<file path="src/rtl/hazard_ctrl.sv">
// hazard_ctrl: pipeline sequencing for the 5-stage RV32I core.
//
// Drives the write-enable / flush controls of the pipeline registers and
// resolves three hazard classes:
//   - load-use      : ID reads a register a load in EX is still producing;
//                     holds PC and IF/ID and injects LOAD_STALL_CYCLES bubbles.
//   - redirect      : branch/jump resolved taken in EX; squashes IF/ID, ID/EX.
//   - data-mem wait : MEM access not complete; freezes the whole pipe.
// Priority within a cycle: mem_stall > branch_taken > load_use.
//
// Ports:
//   clk, reset            clock, synchronous active-high reset
//   ID_rs1/rs2, ID_uses_* source registers of the ID instruction
//   EX_MemRead, EX_rd     load in EX and its destination
//   branch_taken          taken redirect resolved in EX this cycle
//   mem_req, mem_ready    MEM-stage data access handshake
//   PC_Write .. MEM_WB_Flush  pipeline-register controls (combinational)
//   stall_state           0 RUN, 1 LOAD_STALL, 2 MEM_WAIT
//   mem_timeout           sticky watchdog flag
//   load_stall_cnt, mem_wait_cnt, flush_cnt  saturating event counters

module hazard_ctrl #(
  parameter int unsigned LOAD_STALL_CYCLES = 1,
  parameter int unsigned MEM_TIMEOUT       = 255,
  parameter int unsigned CNT_WIDTH         = 32
) (
  input  logic                 clk,
  input  logic                 reset,
  input  logic [4:0]           ID_rs1,
  input  logic [4:0]           ID_rs2,
  input  logic                 ID_uses_rs1,
  input  logic                 ID_uses_rs2,
  input  logic                 EX_MemRead,
  input  logic [4:0]           EX_rd,
  input  logic                 branch_taken,
  input  logic                 mem_req,
  input  logic                 mem_ready,
  output logic                 PC_Write,
  output logic                 IF_ID_Write,
  output logic                 Instr_Flush,
  output logic                 ID_EX_Write,
  output logic                 ID_EX_Flush,
  output logic                 EX_MEM_Write,
  output logic                 MEM_WB_Flush,
  output logic [1:0]           stall_state,
  output logic                 mem_timeout,
  output logic [CNT_WIDTH-1:0] load_stall_cnt,
  output logic [CNT_WIDTH-1:0] mem_wait_cnt,
  output logic [CNT_WIDTH-1:0] flush_cnt
);

  typedef enum logic [1:0] {
    ST_RUN        = 2'd0,
    ST_LOAD_STALL = 2'd1,
    ST_MEM_WAIT   = 2'd2
  } state_e;

  // +2 keeps the width >= 1 even for a zero timeout.
  localparam int unsigned WD_W = $clog2(MEM_TIMEOUT + 2);
  localparam logic [WD_W-1:0]      WD_MAX  = WD_W'(MEM_TIMEOUT);
  localparam logic [WD_W-1:0]      WD_ONE  = WD_W'(1);
  localparam logic [1:0]           SC_LOAD = 2'(LOAD_STALL_CYCLES - 1);
  localparam logic [CNT_WIDTH-1:0] CNT_ONE = CNT_WIDTH'(1);

  state_e               state_q, state_d;
  state_e               ret_q, ret_d;      // state to resume after MEM_WAIT
  state_e               eff_state;
  logic [1:0]           sc_q, sc_d;        // remaining load-use bubbles
  logic [WD_W-1:0]      wd_q, wd_d;
  logic                 mem_timeout_q, mem_timeout_d;
  logic [CNT_WIDTH-1:0] ls_cnt_q, ls_cnt_d;
  logic [CNT_WIDTH-1:0] mw_cnt_q, mw_cnt_d;
  logic [CNT_WIDTH-1:0] fl_cnt_q, fl_cnt_d;

  logic load_use, mem_stall;
  logic bubble, frozen, redirect;

  assign load_use = EX_MemRead && (EX_rd != 5'd0) &&
                    ((ID_uses_rs1 && (ID_rs1 == EX_rd)) ||
                     (ID_uses_rs2 && (ID_rs2 == EX_rd)));
  assign mem_stall = mem_req && !mem_ready;

  // Once the memory stops stalling, MEM_WAIT behaves exactly like the state
  // it interrupted, so the ready cycle is evaluated against ret_q.
  assign eff_state = (state_q == ST_MEM_WAIT) ? ret_q : state_q;

  always_comb begin
    PC_Write     = 1'b1;
    IF_ID_Write  = 1'b1;
    Instr_Flush  = 1'b0;
    ID_EX_Write  = 1'b1;
    ID_EX_Flush  = 1'b0;
    EX_MEM_Write = 1'b1;
    MEM_WB_Flush = 1'b0;
    state_d      = state_q;
    ret_d        = ret_q;
    sc_d         = sc_q;
    bubble       = 1'b0;
    frozen       = 1'b0;
    redirect     = 1'b0;

    if (mem_stall) begin
      // Full freeze: only MEM/WB moves, and it takes a bubble.
      PC_Write     = 1'b0;
      IF_ID_Write  = 1'b0;
      ID_EX_Write  = 1'b0;
      EX_MEM_Write = 1'b0;
      MEM_WB_Flush = 1'b1;
      frozen       = 1'b1;
      state_d      = ST_MEM_WAIT;
      if (state_q != ST_MEM_WAIT) ret_d = state_q;
    end else if (branch_taken) begin
      // Redirect wins over any pending load-use stall.
      Instr_Flush = 1'b1;
      ID_EX_Flush = 1'b1;
      redirect    = 1'b1;
      sc_d        = 2'd0;
      state_d     = ST_RUN;
    end else if (eff_state == ST_LOAD_STALL) begin
      PC_Write    = 1'b0;
      IF_ID_Write = 1'b0;
      ID_EX_Flush = 1'b1;
      bubble      = 1'b1;
      if (sc_q <= 2'd1) begin
        sc_d    = 2'd0;
        state_d = ST_RUN;
      end else begin
        sc_d    = sc_q - 2'd1;
        state_d = ST_LOAD_STALL;
      end
    end else if (load_use) begin
      // First bubble is issued from RUN; extra ones come from LOAD_STALL.
      PC_Write    = 1'b0;
      IF_ID_Write = 1'b0;
      ID_EX_Flush = 1'b1;
      bubble      = 1'b1;
      if (LOAD_STALL_CYCLES > 1) begin
        sc_d    = SC_LOAD;
        state_d = ST_LOAD_STALL;
      end else begin
        state_d = ST_RUN;
      end
    end else begin
      state_d = ST_RUN;
    end
  end

  // Watchdog counts consecutive freeze cycles and saturates at the limit;
  // the flag stays set until reset even after the access completes.
  always_comb begin
    wd_d          = '0;
    mem_timeout_d = mem_timeout_q;
    if (frozen) begin
      wd_d = (wd_q >= WD_MAX) ? WD_MAX : wd_q + WD_ONE;
      if (wd_d >= WD_MAX) mem_timeout_d = 1'b1;
    end
  end

  always_comb begin
    ls_cnt_d = ls_cnt_q;
    mw_cnt_d = mw_cnt_q;
    fl_cnt_d = fl_cnt_q;
    if (bubble   && (ls_cnt_q != '1)) ls_cnt_d = ls_cnt_q + CNT_ONE;
    if (frozen   && (mw_cnt_q != '1)) mw_cnt_d = mw_cnt_q + CNT_ONE;
    if (redirect && (fl_cnt_q != '1)) fl_cnt_d = fl_cnt_q + CNT_ONE;
  end

  always_ff @(posedge clk) begin
    if (reset) begin
      state_q       <= ST_RUN;
      ret_q         <= ST_RUN;
      sc_q          <= 2'd0;
      wd_q          <= '0;
      mem_timeout_q <= 1'b0;
      ls_cnt_q      <= '0;
      mw_cnt_q      <= '0;
      fl_cnt_q      <= '0;
    end else begin
      state_q       <= state_d;
      ret_q         <= ret_d;
      sc_q          <= sc_d;
      wd_q          <= wd_d;
      mem_timeout_q <= mem_timeout_d;
      ls_cnt_q      <= ls_cnt_d;
      mw_cnt_q      <= mw_cnt_d;
      fl_cnt_q      <= fl_cnt_d;
    end
  end

  assign stall_state    = state_q;
  assign mem_timeout    = mem_timeout_q;
  assign load_stall_cnt = ls_cnt_q;
  assign mem_wait_cnt   = mw_cnt_q;
  assign flush_cnt      = fl_cnt_q;

endmodule

</file>
<file path="config.mk">
export PLATFORM = sky130hd
export DESIGN_NAME = hazard_ctrl
export DESIGN_NICKNAME = d
export VERILOG_FILES = /design/src/rtl/hazard_ctrl.sv
export SDC_FILE = /design/constraint.sdc
export NUM_CORES = 1
export LEC_CHECK = 0
export CORE_ASPECT_RATIO = 0.8
export CORE_MARGIN = 2
export CORE_UTILIZATION = 30
export DETAILED_ROUTE_END_ITERATION = 8
export DONT_BUFFER_PORTS = 1
export PLACE_DENSITY = 0.49
export RECOVER_POWER = 50
export SLEW_MARGIN = 10
export SYNTH_ARGS = -nofsm -noshare
export SYNTH_HDL_FRONTEND = slang
export SYNTH_SLANG_ARGS = --single-unit
</file>
<file path="constraint.sdc">
create_clock -name clk -period 5.5 [get_ports clk]
set_clock_uncertainty 0.1 [all_clocks]
set_input_delay 1.1 -clock clk [delete_from_list [all_inputs] [get_ports clk]]
set_output_delay 1.1 -clock clk [all_outputs]
set_load 0.02 [all_outputs]
</file>
==> summary.md, run 1 <==
| Metric | Value |
|---|---|
| H-tree depth | `3` |
| Worst min path class | `reg2reg` |
| Routed vias | `4,381` |
| WP data required | `4.30 ns` |
| Share of cells above drive strength 1 | `0.0527` |
| # fillers | `1,896` |
| FF/Latch Area | `2240 um^2` |
| Critical path class | `in2out` |
| Clock root cell | `clkbuf_16` |
| Rel. slew slack | `0.330` |
| PostCTS Resize Cnt | `0` |
| RSZ-0062 raised after global routing | `false` |
| Post-synthesis net count | `677` |
| CP Capture Type | `output pin` |
| Cell taking the most area after synthesis | `dfxtp_1` |
| Largest net degree at the start of global routing | `109` |
| DIE AREA | `19,300 um^2` |
| Hold Path Depth | `2` |
| Cell Area, Synth | `5450 um^2` |
| Synth top area cells | `dfxtp_1, xnor2_1, nor2_1` |
| Initial Util | `0.304` |
| Post-synth EDFFs | `0` |
| Cells on worst reg2reg path | `8` |
| All-layer global routing usage | `0.141` |
| Setup-failing EPs final | `0` |
| Via density | `5.01` |
| Power Density | `253 nW/um^2` |
| Max VDD drop | `0.141 mV` |
| Die Span Y | `125 um` |
| Core area | `17,900 um^2` |
| CTS buffer count | `9` |
| CTS Sinks | `112` |
| Final Slew Violations | `0` |
| TritonCTS clock tree | `built` |
| GPL Wtd Cong | `0.783` |
| Final #Nets | `670` |
| Clk_lat worst skew | `0.35 ns` |
| Yosys reg bits | `112` |
| Row Count | `44` |
| Max Freq | `0.261 GHz` |
| # IOs | `129` |
| Synth cell types | `56` |
| Register area share after synthesis | `0.411` |
| # diodes | `0` |
| Clock-pin slew on the worst setup and hold paths | `0.07 ns` |
| Final hold vios | `0` |
| Antenna-violating nets left | `0` |
| IO buf count | `0` |
| R2R setup slack | `2.67 ns` |
| Final period util | `0.697` |
| Wire length per cell | `15.3 um` |
| Synthesized instance count | `649` |
| Outcome | `complete, no violations` |
| Drt total wl | `13.4 mm` |
| Footprint of the multi-input gates | `3030 um^2` |
| Overflow after GRT | `0` |
| Leakage Power | `1.92 nW` |
| Critical path peak fanout | `9` |
| Final HPWL DP | `9.82 mm` |
| Post-synth ARST share | `0` |
| Synth-to-layout area growth | `8.61%` |
| Top_reg_cell synth | `dfxtp_1` |
| Clock buffer depth | `2` |
| Final setup TNS | `0 ns` |
| WP data arrival | `2.64 ns` |
| Mapped Avg Cell Area | `8.40 um^2` |
| Area share of the largest cell type after synthesis | `0.411` |
| First DRT Iteration DRCs | `203` |
| Hold buffer count at cts | `0` |
| CP startpoint kind | `input port` |
| Drt first pass iters | `4` |
| # DRC | `0` |
| Count leader, synth | `nor2_1` |
| Crit path time final | `3.84 ns` |
| Max Cap Viol | `0` |
| Post-CTS setup buffers | `0` |
| Initial antenna violation count | `0` |
| Vias in the first global route | `4,150` |
| Final core utilization | `0.330` |
| Chip width | `155 um` |
| Warnings, synthesis | `0` |
| Synth cell count leaders | `nor2_1, dfxtp_1, xnor2_1` |
| First-pass GRT wire length | `22.1 mm` |
| Actual slew at the worst max-slew pin | `1.00 ns` |
## area by class of cell
type	count	area share
Clock inverter	4	0.00803
Tap cell	230	0.0486
Multi-Input combinational cell	499	0.513
Timing Repair Buffer	2	0.00190
Clock buffer	10	0.0387
Sequential cell	112	0.379
Inverter	18	0.0114
## cells by family after synthesis
group,Yosys count,share of synthesized area
xor gates and xnor gates,92,0.148
adders and majority gates,5,0.0115
and+or+nand+nor,345,0.327
buffers and inverters,38,0.0298
AOI/OAI and AO/OA,49,0.0553
DFF,112,0.411
muxes,8,0.0172
## metal layers
layer / vias up / wire [um] / global-route usage
met5: - / 0 / 0
met4: 0 / 204 / 0.0381
met3: 14 / 977 / 0.0592
met2: 92 / 6050 / 0.225
met1: 2068 / 6140 / 0.174
li1: 2207 / - / -
## worst paths after layout
path,endpoint,startpoint
worst min-delay path,ret_q[0],ret_q[0]
worst max-delay path,Instr_Flush,mem_ready
worst min register to register,ret_q[0],ret_q[0]
worst max register to register,mem_wait_cnt[31],mem_wait_cnt[0]
## cells in the final DEF (no fill, tap or decap), types with 2 or more instances in the layout
cell type | netlist | layout
nor2_1 | 117 | 117
dfxtp_1 | 112 | 112
xnor2_1 | 55 | 55
nand2_1 | 46 | 46
xor2_1 | 37 | 37
nand3_1 | 36 | 36
nand4_1 | 27 | 27
and3_1 | 22 | 22
nor3_1 | 21 | 21
a21oi_1 | 18 | 19
inv_1 | 17 | 17
o21ai_0 | 15 | 15
nor4_1 | 11 | 11
or3_1 | 11 | 11
and4_1 | 10 | 10
clkbuf_16 | 0 | 9
nor2b_1 | 7 | 7
nand2b_1 | 6 | 6
and2_1 | 5 | 5
ha_1 | 5 | 5
a31oi_1 | 4 | 4
or2_2 | 4 | 4
nor3b_1 | 4 | 4
mux2_2 | 3 | 3
nor4b_1 | 3 | 3
mux2i_1 | 3 | 3
or4_1 | 2 | 2
nand4_2 | 2 | 2
mux2_4 | 2 | 2
clkinv_2 | 0 | 2
clkbuf_1 | 13 | 2
## registers in the layout, indices dropped and copies added, names as in the netlist
register / flops
load_stall_cnt: 32
flush_cnt: 32
mem_timeout: 1
wd_q: 9
stall_state: 2
ret_q: 2
sc_q: 2
mem_wait_cnt: 32
## stage by stage
| stage | hold slack (ns) | std cells | power (mW) | setup WS, ns | cell area [um^2] |
|---|---|---|---|---|---|
| floorplan | 0.354 | 649 | 0.884 | 1.71 | 5450 |
| global placement | 0.359 | 861 | 0.881 | 1.85 | 5660 |
| detailed placement | 0.382 | 861 | 0.882 | 1.83 | 5660 |
| CTS | 0.392 | 875 | 1.53 | 1.83 | 5930 |
| global route | 0.427 | 875 | 1.57 | 1.48 | 5920 |
| finish | 0.393 | 875 | 1.50 | 1.66 | 5920 |
## worst max-delay path, cell delays in order
cell	delay, ns
nand2b_1	0.10
clkbuf_1	0.67
nand2_1	0.41
inv_1	0.35
## power breakdown
part | internal, mW | total, mW | switching (mW)
clock network | 0.347 | 0.638 | 0.291
logic | 0.0141 | 0.0385 | 0.0245
registers | 0.813 | 0.823 | 0.00930
total | 1.17 | 1.50 | 0.324
No activity file was read; power rests on OpenSTA's default activity.
==> run 2: changes to the inputs <==
==> constraint.sdc (replaced) <==
create_clock -name clk -period 3.6 [get_ports clk]
set_clock_uncertainty 0.1 [all_clocks]
set_input_delay 0.72 -clock clk [delete_from_list [all_inputs] [get_ports clk]]
set_output_delay 0.72 -clock clk [all_outputs]
set_load 0.02 [all_outputs]
==> run 2 against run 1 <==
Compared with the run above: via count about the same; combinational power increased by 65%; global-route usage increased by 0.19 points; clock power increased by 60%; sequential share of layout area decreased by 0.34 points; worst hold slack got worse by 0.054 ns; cell area increased by 0.91%; largest power group unchanged.
==> summary.md, run 2 (same netlist as run 1, synthesis figures left out) <==
| Metric | Value |
|---|---|
| Footprint of the multi-input gates | `3050 um^2 (+0.37%)` |
| PostCTS Resize Cnt | `0 (unchanged)` |
| Final hold vios | `0 (unchanged)` |
| Clk_lat worst skew | `0.35 ns (about the same)` |
| Initial antenna violation count | `0 (unchanged)` |
| Final core utilization | `0.333 (+0.00300)` |
| Clock root cell | `clkbuf_16` |
| # IOs | `129 (unchanged)` |
| CP startpoint kind | `flop` |
| Row Count | `44 (unchanged)` |
| Clock buffer depth | `2 (unchanged)` |
| CTS Sinks | `112 (unchanged)` |
| WP data required | `2.78 ns (-1.52 ns)` |
| All-layer global routing usage | `0.143 (+0.00191)` |
| Final setup TNS | `0 ns (unchanged)` |
| Gate power share | `0.027 (about the same)` |
| Clock-pin slew on the worst setup and hold paths | `0.07 ns (about the same)` |
| H-tree depth | `3 (unchanged)` |
| IO buf count | `0 (unchanged)` |
| Share of cells above drive strength 1 | `0.0631 (+0.0104)` |
| Max VDD drop | `0.175 mV (+24%)` |
| Internal power | `1.81 mW (+54%)` |
| Largest net degree at the start of global routing | `109 (unchanged)` |
| DIE AREA | `19,300 um^2 (unchanged)` |
| TritonCTS clock tree | `built` |
| Critical path class | `reg2out` |
| Final #Nets | `673 (+0.45%)` |
| WP data arrival | `2.32 ns (-0.32 ns)` |
| Vias in the first global route | `4,261 (+2.7%)` |
| Initial Util | `0.304 (unchanged)` |
| Final HPWL DP | `9.85 mm (+0.26%)` |
| Outcome | `complete, no violations` |
| Routed vias | `4,378 (-0.068%)` |
| Power Density | `391 nW/um^2 (+54%)` |
| Clk pwr share | `0.435 (+0.009)` |
| Core area | `17,900 um^2 (unchanged)` |
| Overflow after GRT | `0 (unchanged)` |
| Critical path peak fanout | `6 (-3)` |
| Crit path time final | `3.14 ns` |
| # fillers | `1,882 (-0.74%)` |
| # diodes | `0 (unchanged)` |
| Drt total wl | `13.5 mm (+1.1%)` |
| Hold buffer count at cts | `0 (unchanged)` |
| Wire length per cell | `15.4 um (+0.57%)` |
| Leakage Power | `1.94 nW (+0.96%)` |
| Setup-failing EPs final | `0 (unchanged)` |
| Die Span Y | `125 um (unchanged)` |
| Antenna-violating nets left | `0 (unchanged)` |
| Switching power | `0.528 mW (+63%)` |
| Rel. slew slack | `0.416 (+0.0864)` |
| Synth-to-layout area growth | `9.60%` |
| # DRC | `0 (unchanged)` |
| Max Cap Viol | `0 (unchanged)` |
| Drt first pass iters | `4 (unchanged)` |
| Sw frac | `0.226 (+0.00983)` |
| Most frequent cells in the layout | `nor2_1, dfxtp_1, xnor2_1` |
| Via density | `4.98 (-0.64%)` |
| Post-CTS setup buffers | `0 (unchanged)` |
| First DRT Iteration DRCs | `217 (+6.9%)` |
| Actual slew at the worst max-slew pin | `0.868 ns (-0.133 ns)` |
| FF/Latch Area | `2240 um^2 (unchanged)` |
| RSZ-0062 raised after global routing | `false` |
| CTS buffer count | `9 (unchanged)` |
| First-pass GRT wire length | `22.3 mm (+0.87%)` |
| Worst min path class | `in2reg` |
| GPL Wtd Cong | `0.782 (-0.11%)` |
| Final period util | `0.872` |
| CP Capture Type | `output pin` |
| Max Freq | `0.319 GHz` |
| Chip width | `155 um (unchanged)` |
| Leading cell type in the layout, fill and taps excluded | `nor2_1` |
| Final Slew Violations | `0 (unchanged)` |
| Register share of total power | `0.538 (-0.011)` |
## run 2: layout make-up
| cell class | instances | share of cell area |
|---|---|---|
| clock buffers | 9 | 0.0377 |
| clock inverters | 7 | 0.0119 |
| inverters | 18 | 0.0113 |
| multi-input cells | 499 | 0.510 |
| flip-flops and latches | 112 | 0.375 |
| well taps | 230 | 0.0482 |
| repair buffers | 5 | 0.00566 |
## run 2: routing by layer
| layer | GRT usage | up-vias | wire length, um |
|---|---|---|---|
| met1 | 0.173 | 2040 | 6150 |
| met4 | 0.0485 | 0 | 169 |
| li1 | - | 2218 | - |
| met3 | 0.0626 | 13 | 1170 |
| met5 | 0 | - | 0 |
| met2 | 0.225 | 107 | 6040 |
## run 2: worst paths after layout
check	startpoint	to	slack, ns	cells past startpoint
max reg2reg	stall_state[0]	load_stall_cnt[20]	0.90	7
min	reset	ret_q[0]	0.34	1
min reg2reg	ret_q[0]	ret_q[0]	0.37	2
max	stall_state[0]	IF_ID_Write	0.46	5
## run 2: worst max-delay path: stages (launching register included)
cell and delay [ns]:
dfxtp_1 0.53, nand4bb_1 0.19, a21boi_0 0.71, a21oi_1 0.13, nor2_1 0.19, buf_4 0.21
## run 2: power by group through the flow
| stage | sequential [mW] | combinational (mW) | clock (mW) |
|---|---|---|---|
| global route | 1.26 | 0.0696 | 1.11 |
| global placement | 1.29 | 0.0626 | 0 |
| detailed placement | 1.29 | 0.0648 | 0 |
| CTS | 1.26 | 0.0649 | 1.06 |
| finish | 1.26 | 0.0634 | 1.02 |
| floorplan | 1.28 | 0.0680 | 0 |
## run 2: stage by stage
stage / cell area, um^2 / hold WS, ns / std cells / power (mW) / setup WS, ns
floorplan: 5450 / 0.354 / 649 / 1.35 / 0.575
global placement: 5680 / 0.360 / 864 / 1.35 / 0.695
global route: 5970 / 0.318 / 880 / 2.44 / 0.278
detailed placement: 5680 / 0.368 / 864 / 1.35 / 0.630
CTS: 5980 / 0.312 / 880 / 2.39 / 0.666
finish: 5970 / 0.339 / 880 / 2.33 / 0.460
==> run 3: changes to the inputs <==
--- a/config.mk
+++ b/config.mk
@@ -6,8 +6,9 @@
 export NUM_CORES = 1
 export LEC_CHECK = 0
 export CORE_ASPECT_RATIO = 0.8
-export CORE_MARGIN = 2
+export CORE_MARGIN = 10
 export CORE_UTILIZATION = 30
+export CTS_CLUSTER_SIZE = 10
 export DETAILED_ROUTE_END_ITERATION = 8
 export DONT_BUFFER_PORTS = 1
 export PLACE_DENSITY = 0.49
==> run 3 against run 2 <==
Compared with the run above: first-iteration DRC count is 14% lower; combinational power is 1% higher; sequential power hardly changed; fmax is 0.15% lower; power is 1.2% higher; count of clock-buffer cells in the layout stayed put; die area is 25% higher; cell area hardly changed; critical path type unchanged.
==> summary.md, run 3 (same netlist as run 1, synthesis figures left out) <==
| Metric | Value |
|---|---|
| Post-CTS setup buffers | `0 (unchanged)` |
| Vias in the first global route | `4,152 (-2.6%)` |
| Crit path time final | `3.14 ns (+0.00483 ns)` |
| First DRT Iteration DRCs | `187 (-14%)` |
| Cells on worst reg2reg path | `7 (unchanged)` |
| CP startpoint kind | `flop` |
| Rel. slew slack | `0.390 (-0.0263)` |
| Hold buffer count at cts | `0 (unchanged)` |
| Chip width | `171 um (+10%)` |
| Most frequent cells in the layout | `nor2_1, dfxtp_1, xnor2_1` |
| Power Density | `395 nW/um^2 (+1.1%)` |
| Initial antenna violation count | `0 (unchanged)` |
| DIE AREA | `24,000 um^2 (+25%)` |
| RSZ-0062 raised after global routing | `false` |
| Clock-pin slew on the worst setup and hold paths | `0.07 ns (about the same)` |
| Hold endpoint | `ret_q[0]` |
| Setup-failing EPs final | `0 (unchanged)` |
| # DRC | `0 (unchanged)` |
| R2R setup slack | `0.85 ns (-0.05 ns)` |
| Worst min path class | `in2reg` |
| Die Span Y | `141 um (+13%)` |
| Critical path peak fanout | `6 (unchanged)` |
| Critical path class | `reg2out` |
| Overflow after GRT | `0 (unchanged)` |
| # fillers | `1,799 (-4.4%)` |
| Max Freq | `0.318 GHz (-0.15%)` |
| Final HPWL DP | `10.9 mm (+11%)` |
| Worst setup margin | `0.456 ns (-0.00483 ns)` |
| Final period util | `0.873 (+0.00134)` |
| Reg-to-Reg Start | `stall_state[0]` |
| WP data required | `2.78 ns (about the same)` |
| Critical path startpoint | `stall_state[0]` |
| Wire length per cell | `16.9 um (+9.8%)` |
| Final Slew Violations | `0 (unchanged)` |
| Leading cell type in the layout, fill and taps excluded | `nor2_1` |
| GPL Wtd Cong | `0.844 (+8.0%)` |
| Share of cells above drive strength 1 | `0.0630 (-0.0000969)` |
| CP Capture Type | `output pin` |
| Slowest cell on crit path | `a21boi_0` |
| Clock buffer depth | `2 (unchanged)` |
| Final hold vios | `0 (unchanged)` |
| Buf+Inv Stages, Crit Path | `1 (unchanged)` |
| Design Power | `2.36 mW (+1.2%)` |
| CTS buffer count | `9 (unchanged)` |
| Actual slew at the worst max-slew pin | `0.907 ns (+0.0390 ns)` |
| All-layer global routing usage | `0.119 (-0.0237)` |
| Worst reg2reg path endpoint | `load_stall_cnt[20]` |
| WP data arrival | `2.32 ns (about the same)` |
| H-tree depth | `3 (unchanged)` |
| Leakage Power | `1.95 nW (+0.52%)` |
| Routed vias | `4,504 (+2.9%)` |
| Clock root cell | `clkbuf_16` |
| Clk_lat worst skew | `0.36 ns (about the same)` |
| PostCTS Resize Cnt | `0 (unchanged)` |
| Core area | `17,600 um^2 (-2.0%)` |
| # IOs | `129 (unchanged)` |
| CTS Sinks | `112 (unchanged)` |
| Hold Path Depth | `1 (unchanged)` |
| Outcome | `complete, no violations` |
| CP max stage delay | `0.74 ns (+0.03 ns)` |
| Drt first pass iters | `4 (unchanged)` |
| Place WS | `0.648 ns (+0.0187 ns)` |
| Max Cap Viol | `0 (unchanged)` |
| Row Count | `43 (-2.3%)` |
| # diodes | `0 (unchanged)` |
| CP cell instances | `nand4bb_1, a21boi_0, a21oi_1, nor2_1, buf_4` |
| Synth-to-layout area growth | `9.66% (about the same)` |
| Final setup TNS | `0 ns (unchanged)` |
| Max VDD drop | `0.183 mV (+4.6%)` |
| Final hold slack | `0.343 ns (+0.00327 ns)` |
| Initial Util | `0.310 (+0.00611)` |
| Drt total wl | `14.8 mm (+9.3%)` |
| Final #Nets | `674 (+0.15%)` |
| Hold path start | `reset` |
| Antenna-violating nets left | `0 (unchanged)` |
| First-pass GRT wire length | `22.8 mm (+2.3%)` |
| Via density | `5.14 (+3.3%)` |
| Largest net degree at the start of global routing | `109 (unchanged)` |
| IO buf count | `0 (unchanged)` |
| Largest delay share family, worst path | `compound AO/OA/AOI/OAI gates` |
| TritonCTS clock tree | `built` |
==> run 3: changes by cell type in the layout (fill, tap and decap cells not counted) <==
cell / delta
clkbuf_1: +1
clkinv_2: -1
clkinv_4: +1
clkinvlp_4: -2
inv_6: +2
==> run 3: report_power, final <==
part / leakage (nW) / internal [mW] / total (mW) / switching [mW]
Sequential: 0.902 / 1.24 / 1.26 / 0.0141
Combinational: 0.904 / 0.0244 / 0.0641 / 0.0398
Clock: 0.147 / 0.548 / 1.04 / 0.494
Total: 1.95 / 1.81 / 2.36 / 0.548
==> run 3: how the worst max path moves through the flow <==
stage | slack (ns) | endpoint | depth (start not counted)
after detailed placement | 0.65 | load_stall_cnt[20] | 7
after floorplan | 0.57 | PC_Write | 6
after CTS | 0.70 | PC_Write | 5
final | 0.46 | PC_Write | 5
after global placement | 0.64 | load_stall_cnt[20] | 7
after global routing | 0.31 | IF_ID_Write | 5
==> run 3: worst reg2reg max path, cell delays in order (launching register included) <==
cell and delay (ns):
dfxtp_1 0.55, nand4bb_1 0.19, a21boi_0 0.74, a21oi_4 0.17, nand2_2 0.28, nor3_2 0.13, and3_1 0.20, mux2_4 0.29
==> run 3: metal layers <==
layer	global-route usage	part of all wire
met2	0.183	0.45
met4	0.0410	0.014
met1	0.137	0.43
met5	0	0
met3	0.0632	0.11
==> run 3: metrics by stage <==
stage | util | std cells | instance area, um^2
detailed placement | 0.323 | 860 | 5680
global placement | 0.323 | 860 | 5680
global route | 0.340 | 876 | 5980
CTS | 0.340 | 876 | 5980
finish | 0.340 | 876 | 5980
floorplan | - | 649 | 5450
==> run 3: layout make-up <==
cell class	instances	area (um^2)	share of cell area
clock inverters	7	77.6	0.0130
inverters	18	67.6	0.0113
multi-input cells	499	3050	0.510
flip-flops and latches	112	2240	0.375
well taps	225	282	0.0471
clock buffers	9	225	0.0377
repair buffers	6	37.5	0.00628
==> RTL edit 1, RTL diff (flow settings as in run 2) <==
Put one more register stage on the output `flush_cnt`, with the module's reset. The value now appears one clock later. The other outputs are not delayed to match.
--- a/src/rtl/hazard_ctrl.sv
+++ b/src/rtl/hazard_ctrl.sv
@@ -191,7 +191,13 @@
   assign mem_timeout    = mem_timeout_q;
   assign load_stall_cnt = ls_cnt_q;
   assign mem_wait_cnt   = mw_cnt_q;
-  assign flush_cnt      = fl_cnt_q;
+  always_ff @(posedge clk) begin
+    if (reset) begin
+      flush_cnt <= '0;
+    end else begin
+      flush_cnt <= fl_cnt_q;
+    end
+  end
 
 endmodule
 
Formal check against the unedited RTL: not equivalent (Yosys sat finds a counterexample within 4 cycles, from zero or initial values and one cycle with reset high).
==> RTL edit 1 against run 2 <==
  * First-iteration DRC count rose by 53%
  * Design area rose by 17%
  * Power rose by 51%
  * Critical path type unchanged
  * Wire length rose by 3.7%
  * Synthesized area rose by 12%
  * Worst setup slack improved by 260 ps
  * Sequential cell count rose by 32
  * Count of clock-buffer cells in the layout rose by 10
  * Highest routed layer unchanged
  * Non-clock buffer count rose by 1
==> RTL edit 1: results (changes against run 2) <==
Commonest cells post-synth 144 x dfxtp_1, 105 x nor2_1, 53 x nand2_1; reg2reg path depth 9 (+2); cell area after synthesis 6110 sq um (+12%); hold_ws 266 ps (-73.7 ps); via count 4825 (+10%); status finished, final reports clean; Post-Synth XOR/XNOR Area 11.7% (-3.0 points); met1 WL 6410 microns (+4.2%); post-synthesis adder-cell area fraction 1.02% (-0.12 points); Placed Area 6380 sq um (+12%); pre-CTS setup slack 795 ps (+165 ps); Syn Inst Count 702 (+8.2%); fraction of area in registers 41.2% (+3.7 points); Synth Area in Compound Gates 6.45% (+0.91 points); initial DRC count 333 (+53%); Clk Latency, worst-skew pair 420 ps (+70 ps); total CTS buffers 17 (+8); Non-clk bufs 6 (+1); WP data arrival 2060 ps (-260 ps); met3 Use GR 5.71% (-0.55 points); Netlist cell types 46 (-18%); vias in the first global route 4610 (+8.2%); Endpoint, Worst Hold flush_cnt[14]$_SDFF_PP0_; GRT Overall Usage 13.3% (-0.98 points); r2r setup slk 840 ps (-60 ps); final std cells w/o fill 978 (+11%); LEAKAGE 2.39 nW (+23%); Comb power frac 1.8% (-0.9 points); Peak VDD IR 0.249 mV (+43%); Critical Path Fanout Max 4 (-2); multi-input combinational cell area 3060 sq um (+0.53%); WL met3 1130 microns (-3.4%); Placed Cells 946 (+9.5%)
RTL edit 1: worst reg2reg max path, delay by kind of cell (launching register included):
family                 cells  cell delay (ps)
buffers and inverters      2              370
AOI/OAI and AO/OA          1              370
DFF                        1              560
and+or+nand+nor            5              910
muxes                      1              330
RTL edit 1: worst max-delay path by stage:
stage / endpoint / slack, ps / depth (start not counted) / startpoint
finish: ID_EX_Flush / 720 / 5 / stall_state[1]$_SDFF_PP0_
CTS: ID_EX_Flush / 670 / 5 / stall_state[1]$_SDFF_PP0_
floorplan: PC_Write / 260 / 8 / EX_rd[1]
detailed placement: load_stall_cnt[26]$_SDFFE_PP0P_ / 790 / 9 / EX_rd[1]
global placement: load_stall_cnt[26]$_SDFFE_PP0P_ / 820 / 9 / EX_rd[1]
global route: ID_EX_Flush / 550 / 5 / stall_state[1]$_SDFF_PP0_
==> RTL edit 2, RTL diff (settings of run 2) <==
Made on the original files. Set the parameter `CNT_WIDTH` to 48 (it was 32).
--- a/src/rtl/hazard_ctrl.sv
+++ b/src/rtl/hazard_ctrl.sv
@@ -22,7 +22,7 @@
 module hazard_ctrl #(
   parameter int unsigned LOAD_STALL_CYCLES = 1,
   parameter int unsigned MEM_TIMEOUT       = 255,
-  parameter int unsigned CNT_WIDTH         = 32
+  parameter int unsigned CNT_WIDTH         = 48
 ) (
   input  logic                 clk,
   input  logic                 reset,
Interface: changed (resized flush_cnt, load_stall_cnt and mem_wait_cnt); port bits go from 129 to 177. The function was not compared with the original's and may differ.
==> RTL edit 2 against run 2 <==
  * Die area up 42%
  * Register-to-register slack worse by 510 ps
  * Sequential share of layout area down 1.2 points
  * Largest cell class unchanged
  * Power up 60%
  * Sequential cell count up 48
  * Count of clock-buffer cells in the layout up 8
  * Sequential power up 41%
  * Wire length up 57%
  * Worst hold slack worse by 78 ps
  * Via count up 47%
  * Synthesized area up 43%
  * Worst setup slack worse by 74 ps
  * Design area up 48%
==> RTL edit 2: results (changes against run 2) <==
Final HPWL DP 14700 microns (+49%); Sw Pwr 885 uW (+68%); GRT Overall Usage 15.4% (+1.2 points); 1st-pass router iterations 6 (+2); Commonest cells post-synth 160 x dfxtp_1, 154 x nor2_1, 92 x xnor2_1; total wire length 21200 microns (+57%); proportion of layout cells with a drive suffix above 1 7.58% (+1.3 points); fillers 2658 (+41%); initial DRC count 336 (+55%); actual slew at the worst max-slew pin 1090 ps (+225 ps); crit path from flush_cnt[8]$_SDFFE_PP0P_; total CTS buffers 17 (+8); global-route wire length before repair 33500 microns (+50%); # port buffers 0 (unchanged); vias in the first global route 5920 (+39%); Area contributors post-synth dfxtp_1 41%, xnor2_1 10%, nor2_1 7.4%; sequential-to-total area share from yosys stat 41.1% (-0.047 points); reg2reg path depth 8 (+1); status finished, final reports clean; syn avg cell area 8.51 sq um (+1.3%); reg2reg end flush_cnt[1]$_SDFFE_PP0P_; Post-synth ARST share 0% (unchanged); final weighted congestion in routability-driven placement 0.799 (+2.2%); largest net degree at the start of global routing 149 (+37%); Placed Cells 1256 (+45%); Peak VDD IR 0.300 mV (+72%); Critical Path Fanout Max 24 (+18); r2r setup slk 390 ps (-510 ps); H-tree depth 4 (+1); Netlist cell types 62 (+11%); via count 6420 (+47%); minimum clock period 3210 ps (+74.4 ps); LEAKAGE 2.81 nW (+45%); syn nets 944 (+39%)
RTL edit 2: cell count changes after synthesis, moves of 10 or more:
cell,change
xnor2_1,+37
nand4_1,+26
and4_1,+10
xor2_1,+14
nand2_1,+13
nor2_1,+37
nor4_1,+11
clkbuf_1,+13
nand3_1,+15
dfxtp_1,+48
nor3_1,+25
RTL edit 2: worst min-delay path by stage:
stage / depth (start not counted) / slack (ps) / end / start
final: 1 / 260 / load_stall_cnt[33]$_SDFFE_PP0P_ / reset
after global routing: 1 / 230 / load_stall_cnt[33]$_SDFFE_PP0P_ / reset
after CTS: 1 / 230 / load_stall_cnt[19]$_SDFFE_PP0P_ / reset
after detailed placement: 2 / 370 / ret_q[0]$_SDFFE_PP0P_ / ret_q[0]$_SDFFE_PP0P_
after global placement: 2 / 360 / sc_q[0]$_SDFFE_PP0P_ / sc_q[0]$_SDFFE_PP0P_
after floorplan: 2 / 340 / ret_q[1]$_SDFFE_PP0P_ / ret_q[1]$_SDFFE_PP0P_
RTL edit 2: layer usage:
metal | track usage [%] | up-vias | part of all wire, %
met5 | 0 | - | 0
met4 | 4.60 | 0 | 0.99
met3 | 6.73 | 13 | 8.9
met2 | 21.9 | 131 | 42
met1 | 21.0 | 3041 | 48
li1 | - | 3235 | -
RTL edit 2: area by class of cell:
class	count	area, sq um	area share (%)
multi-input cells	703	4370	49.6
well taps	351	439	4.98
clock inverters	15	171	1.94
inverters	14	52.6	0.596
flip-flops and latches	160	3200	36.3
clock buffers	17	425	4.82
repair buffers	28	158	1.79
RTL edit 2: power groups by stage:
stage / registers [mW] / logic, mW / clock network [mW]
floorplan: 1.82 / 0.0629 / 0
global placement: 1.82 / 0.0584 / 0
detailed placement: 1.82 / 0.0583 / 0
CTS: 1.78 / 0.0586 / 1.95
global route: 1.78 / 0.0608 / 2.03
finish: 1.78 / 0.0561 / 1.88
RTL edit 2: stage by stage:
step                instance area, sq um  util [%]
floorplan                           7790         -
global placement                    8280      32.5
detailed placement                  8280      32.5
CTS                                 8870      34.9
global route                        8820      34.7
finish                              8820      34.7
RTL edit 2: kinds of logic (layout without fill, tap and decap cells):
family                   count (synthesis)  after routing  share of synthesized area [%]
flip-flops                             160            160                           41.1
buffers and inverters                   53             74                           2.94
adder cells (fa/ha/maj)                  5              5                          0.803
AO/OA/AOI/OAI                           54             54                           4.25
multiplexers                             4              4                          0.530
XOR/XNOR                               143            143                           16.1
AND/OR/NAND/NOR                        497            497                           34.3
RTL edit 2: critical path, stage by stage, from the launching register on:
cell and delay [ps]:
dfxtp_1 310, clkbuf_1 350, and3_2 330, and3_1 290, nand4_1 240, or4_1 880, nand2_1 330, mux2i_1 210
nor2_1 50
